===== src/rtl/cfg_region_query.sv =====
// Minimal core-configuration package plus the PMA region query block.
// The package carries only the fields the query walks; the default
// configuration mirrors the usual 64-bit CVA6 PMA layout (6 rules).

package config_pkg;

    typedef struct packed {
        int unsigned   NrExecuteRegionRules;
        logic [1023:0] ExecuteRegionAddrBase;
        logic [1023:0] ExecuteRegionLength;
        int unsigned   NrCachedRegionRules;
        logic [1023:0] CachedRegionAddrBase;
        logic [1023:0] CachedRegionLength;
        int unsigned   NrNonIdempotentRules;
        logic [1023:0] NonIdempotentAddrBase;
        logic [1023:0] NonIdempotentLength;
    } cva6_cfg_t;

    // Debug (0x0), boot ROM (0x1_0000) and DRAM (0x8000_0000) are executable,
    // DRAM is cached, and the two NonIdempotent slots are zero-length.
    localparam cva6_cfg_t cva6_cfg_empty = '{
        NrExecuteRegionRules:  3,
        ExecuteRegionAddrBase: 1024'({64'h0000_0000_8000_0000, 64'h0000_0000_0001_0000, 64'h0}),
        ExecuteRegionLength:   1024'({64'h0000_0000_4000_0000, 64'h0000_0000_0001_0000, 64'h1000}),
        NrCachedRegionRules:   1,
        CachedRegionAddrBase:  1024'(64'h0000_0000_8000_0000),
        CachedRegionLength:    1024'(64'h0000_0000_4000_0000),
        NrNonIdempotentRules:  2,
        NonIdempotentAddrBase: '0,
        NonIdempotentLength:   '0
    };

endpackage

// Sequential PMA lookup: one rule per cycle across the Execute, Cached and
// NonIdempotent tables, result returned over a ready/valid response port.
module cfg_region_query #(
    parameter config_pkg::cva6_cfg_t CVA6Cfg = config_pkg::cva6_cfg_empty
) (
    input  logic        clk_i,
    input  logic        rst_i,
    input  logic        flush_i,
    input  logic        query_valid_i,
    output logic        query_ready_o,
    input  logic [63:0] query_addr_i,
    output logic        rsp_valid_o,
    input  logic        rsp_ready_i,
    output logic [63:0] rsp_addr_o,
    output logic        rsp_exec_o,
    output logic        rsp_cached_o,
    output logic        rsp_nonidem_o
);

    localparam int NE       = int'(CVA6Cfg.NrExecuteRegionRules);
    localparam int NC       = int'(CVA6Cfg.NrCachedRegionRules);
    localparam int NN       = int'(CVA6Cfg.NrNonIdempotentRules);
    localparam int NrRules  = NE + NC + NN;
    localparam int IdxW     = (NrRules > 0) ? $clog2(NrRules + 1) : 1;
    localparam int LastRule = (NrRules > 0) ? NrRules - 1 : 0;

    localparam logic [1:0] IDLE = 2'd0;
    localparam logic [1:0] WALK = 2'd1;
    localparam logic [1:0] RESP = 2'd2;

    logic [1:0]      state;
    logic [IdxW-1:0] rule_idx;
    logic [63:0]     addr_q;
    logic            exec_q;
    logic            cached_q;
    logic            nonidem_q;
    logic            valid_q;

    logic [63:0]     cur_base;
    logic [63:0]     cur_len;
    logic [2:0]      cur_sel;
    logic [64:0]     cur_end;
    logic            rule_hit;

    // Select the base/length of the rule at the current global index and tag its owning table
    always_comb begin
        cur_base = '0;
        cur_len  = '0;
        cur_sel  = 3'b000;
        for (int i = 0; i < NE; i++) begin
            if (rule_idx == IdxW'(i)) begin
                cur_base = CVA6Cfg.ExecuteRegionAddrBase[64*i +: 64];
                cur_len  = CVA6Cfg.ExecuteRegionLength[64*i +: 64];
                cur_sel  = 3'b001;
            end
        end
        for (int i = 0; i < NC; i++) begin
            if (rule_idx == IdxW'(NE + i)) begin
                cur_base = CVA6Cfg.CachedRegionAddrBase[64*i +: 64];
                cur_len  = CVA6Cfg.CachedRegionLength[64*i +: 64];
                cur_sel  = 3'b010;
            end
        end
        for (int i = 0; i < NN; i++) begin
            if (rule_idx == IdxW'(NE + NC + i)) begin
                cur_base = CVA6Cfg.NonIdempotentAddrBase[64*i +: 64];
                cur_len  = CVA6Cfg.NonIdempotentLength[64*i +: 64];
                cur_sel  = 3'b100;
            end
        end
    end

    // Range test in 65 bits so a region touching the top of memory cannot wrap
    always_comb begin
        cur_end  = {1'b0, cur_base} + {1'b0, cur_len};
        rule_hit = (cur_len != 64'd0)
                && ({1'b0, addr_q} >= {1'b0, cur_base})
                && ({1'b0, addr_q} < cur_end);
    end

    // Query FSM: accept, walk every rule accumulating flags, then present the result.
    // RESP spends one settle cycle before raising valid so latency is NrRules+1 in all configs.
    always_ff @(posedge clk_i or posedge rst_i) begin
        if (rst_i) begin
            state     <= IDLE;
            rule_idx  <= '0;
            addr_q    <= '0;
            exec_q    <= 1'b0;
            cached_q  <= 1'b0;
            nonidem_q <= 1'b0;
            valid_q   <= 1'b0;
        end else begin
            case (state)
                IDLE: begin
                    if (query_valid_i && !flush_i) begin
                        addr_q    <= query_addr_i;
                        exec_q    <= 1'b0;
                        cached_q  <= 1'b0;
                        nonidem_q <= 1'b0;
                        rule_idx  <= '0;
                        state     <= (NrRules > 0) ? WALK : RESP;
                    end
                end
                WALK: begin
                    if (flush_i) begin
                        state <= IDLE;
                    end else begin
                        exec_q    <= exec_q    | (rule_hit & cur_sel[0]);
                        cached_q  <= cached_q  | (rule_hit & cur_sel[1]);
                        nonidem_q <= nonidem_q | (rule_hit & cur_sel[2]);
                        rule_idx  <= rule_idx + 1'b1;
                        if (rule_idx == IdxW'(LastRule)) begin
                            state <= RESP;
                        end
                    end
                end
                RESP: begin
                    if (flush_i) begin
                        state   <= IDLE;
                        valid_q <= 1'b0;
                    end else if (!valid_q) begin
                        valid_q <= 1'b1;
                    end else if (rsp_ready_i) begin
                        state   <= IDLE;
                        valid_q <= 1'b0;
                    end
                end
                default: begin
                    state   <= IDLE;
                    valid_q <= 1'b0;
                end
            endcase
        end
    end

    assign query_ready_o = (state == IDLE);
    assign rsp_valid_o   = valid_q;
    assign rsp_addr_o    = addr_q;
    assign rsp_exec_o    = exec_q;
    assign rsp_cached_o  = cached_q;
    assign rsp_nonidem_o = nonidem_q;

endmodule


===== config.mk =====
export PLATFORM = sky130hd
export DESIGN_NAME = cfg_region_query
export DESIGN_NICKNAME = d
export VERILOG_FILES = /design/src/rtl/cfg_region_query.sv
export SDC_FILE = /design/constraint.sdc
export NUM_CORES = 1
export LEC_CHECK = 0
export CAP_MARGIN = 20
export CELL_PAD_IN_SITES_DETAIL_PLACEMENT = 1
export CELL_PAD_IN_SITES_GLOBAL_PLACEMENT = 1
export CORE_UTILIZATION = 33
export CTS_CLUSTER_DIAMETER = 200
export CTS_CLUSTER_SIZE = 8
export DETAILED_ROUTE_END_ITERATION = 16
export PLACE_DENSITY = 0.84
export SKIP_CTS_REPAIR_TIMING = 1
export SYNTH_ARGS = -nofsm -noshare
export SYNTH_HDL_FRONTEND = slang
export SYNTH_SLANG_ARGS = --single-unit

===== constraint.sdc =====
create_clock -name clk_i -period 3.35 [get_ports clk_i]
set_input_delay 0.67 -clock clk_i [delete_from_list [all_inputs] [get_ports clk_i]]
set_output_delay 0.67 -clock clk_i [all_outputs]
set_load 0.01 [all_outputs]

==> results.md <==
- Root Driver: clkbuf_8
- Crit Path Max Fanout: 6
- Post-detail-place hpwl: ~6700 um
- Worst slew pin tran: 0.752 ns
- Antenna-violating nets left: 0
- Maximum VDD drop: about 340 uV
- Max-slew violation count: 0
- Power Density: 548 nW/um2
- Period minus WS final: approximately 2.8 ns
- Main synth FF type: dfrtp_1
- WP data arrival: approximately 3.0 ns
- Total power: 2.68 mW
- Net Sw Frac: between 20 and 30%
- Synth Warn #: 0
- TritonCTS clock tree: done
- DP Area: 4710 um2
- Die area: ~10000 um2
- Leakage power: just under 2 nW
- Int Pwr: approximately 1.9 mW
- IO Pins: ~140
- Post-synth top area cell: dfrtp_1
- # fillers: 952
- RSZ-0062 raised after global routing: false
- Reg clk slew, reported paths: 0.08 ns
- Starting DRT DRC Count: 64
- GRT Total Usage: 19.1%
- H-tree depth reported by CTS: 3
- Relative slew slack: between 40% and 50%
- Synth cell types: 32
- CP endpoint kind: register
- Vias in the first global route: 2740
- Largest net degree at the start of global routing: 43
- Clk_lat worst skew: approximately 0.34 ns
- Max-cap violations: 0
- Top cell type's share of synthesized area: a little under three fifths
- Die H: 101 um
- Req. time, crit path: 3.60 ns
- Avg WL per Cell: ~18 um
- Clock share of power: around a quarter
- Layout cells sized above 1: around a fifth
- Synthesis-stage register bit count: 73
- Final WL: 9070 um
- Port Buf Inserts: around 140
- Comb pwr share: between 30% and 40%
- Maximum clock rate: ~360 MHz
- Post-Syn Area: 3200 um2
- Post-route insts no fill: 504
- Finished Cell Area: about 4900 um2
- Critical Path Source Type: register
- Dominant cell by count in the synthesized netlist: dfrtp_1
- Period utilisation layout: between 80% and 90%
- 1st-pass router iterations: 3
- Setup TNS: 0 ns
- Final clock skew: 0.00518 ns
- Final Hold Vio Count: 0
- Mean Syn Cell Area: roughly 14 um2
- Final setup violating endpoints: 0
- # DRC: 0
- N_diodes: 0
- Synth area leaders: dfrtp_1, mux2_2, mux2_1
- Congestion Overflow GR: 0
- Cell total after placement: approximately 490
- Pre-CTS setup slack: approximately 0.58 ns
- Sequential share of the synthesized area: around 57%
- Core Region: 9330 um2
- Finished Core Util: between 50% and 60%
- CTS Buf Count: 9
- Antenna violations before repair: 0
- CP Class: register to register
- Vias: 2436
- Synth top cells by count: dfrtp_1, mux2_2, mux2_1
- Part of the power in registers: between 40% and 50%
- Switching power: slightly below 0.8 mW
- Max clock buf depth: 2
- Routed vias/inst: 4.83
- First-pass GRT wire length: 14600 um
- Syn_nets: 305
- Hold WS: around 0.5 ns
- Die W: approximately 100 um
- GP Congestion: 0.738
- EDFF count, synth: 0
- Post-synth ARST share: between 90% and 100%
- FP Rows: 35
- Net total in the final layout: approximately 450
- Area grow syn2layout: 52.8%
- Mapped Cells: around 230
- Final worst slack: approximately 0.58 ns
- Clock Sinks: 73
- Run status: finished clean
- Worst min-delay path class: register to register
- Initial core utilization: 34.4%
## cells by family (layout without fill, tap and decap cells)
group,after synthesis,after routing,share of synthesized area [%]
mux,63,63,22.1
compound gates,16,16,3.51
flops,73,73,57.0
simple gates,50,50,11.1
buf+inv,16,164,2.77
fa+ha+maj,9,9,3.51
## per-layer routing
layer,global-route usage (%),part of all wire [%]
met1,23.2,41
met2,32.1,52
met3,6.73,5.8
met4,5.13,1.5
met5,0,0
## critical path, stage by stage (launching register included)
cell and delay [ns]:
dfrtp_1 0.42, inv_1 0.10, ha_1 0.26, o21ai_0 0.29
a22oi_1 0.16, ha_1 0.32, a211oi_1 0.28, nand4b_2 0.13
or4_4 0.51, o31ai_2 0.23
## final timing paths
kind / start / to / slack (ns) / cells past startpoint
max in group asynchronous: rst_i / rsp_addr_o[43] / 1.86 / 3
worst max-delay path: rule_idx[1] / rsp_exec_o / 0.58 / 9
worst min register to register: rsp_exec_o / rsp_exec_o / 0.51 / 2
worst min-delay path: rsp_exec_o / rsp_exec_o / 0.51 / 2
worst max register to register: rule_idx[1] / rsp_exec_o / 0.58 / 9
min in group asynchronous: rst_i / rsp_addr_o[41] / 0.77 / 2
## layout make-up
class                   count  area (um2)  share of cell area, %
multi-input cells         138        1290                   26.3
well taps                 129         161                   3.30
repair buffers            141        1400                   28.6
flip-flops and latches     73        1830                   37.3
inverters                   7        27.5                  0.562
clock inverters             3        40.0                  0.818
clock buffers              13         149                   3.04
## power by group through the flow
stage          registers [mW]  logic [mW]  clock network [mW]
3_5_place_dp             1.21       0.810                   0
2_1_floorplan            1.24       0.272                   0
5_1_grt                  1.22       0.870               0.749
6_report                 1.19       0.808               0.687
4_1_cts                  1.19       0.823               0.701
3_3_place_gp             1.20       0.783                   0
## placed cells by master (no fill, tap or decap), types with 3 or more instances in the layout
| cell | Yosys | final |
|---|---|---|
| clkdlybuf4s50_1 | 0 | 137 |
| dfrtp_1 | 73 | 73 |
| mux2_2 | 48 | 48 |
| mux2_1 | 15 | 15 |
| nor4_1 | 10 | 10 |
| clkbuf_8 | 0 | 10 |
| ha_1 | 9 | 9 |
| nor2_1 | 8 | 8 |
| o21ai_0 | 7 | 7 |
| inv_1 | 7 | 6 |
| nand2_1 | 5 | 5 |
| nand3_1 | 4 | 4 |
| nand2b_1 | 4 | 4 |
| buf_4 | 2 | 4 |
| a21oi_1 | 3 | 3 |
| nand4_1 | 3 | 3 |
| clkinv_2 | 0 | 3 |
| clkbuf_1 | 0 | 3 |
## sequential cells by signal, summed over array words and instances (netlist names)
| name | cells |
|---|---|
| rsp_cached_o | 1 |
| rsp_addr_o | 64 |
| rsp_exec_o | 1 |
| state | 2 |
| rule_idx | 3 |
| rsp_valid_o | 1 |
| rsp_nonidem_o | 1 |
Note: power is estimated with default switching activity, not from simulation.
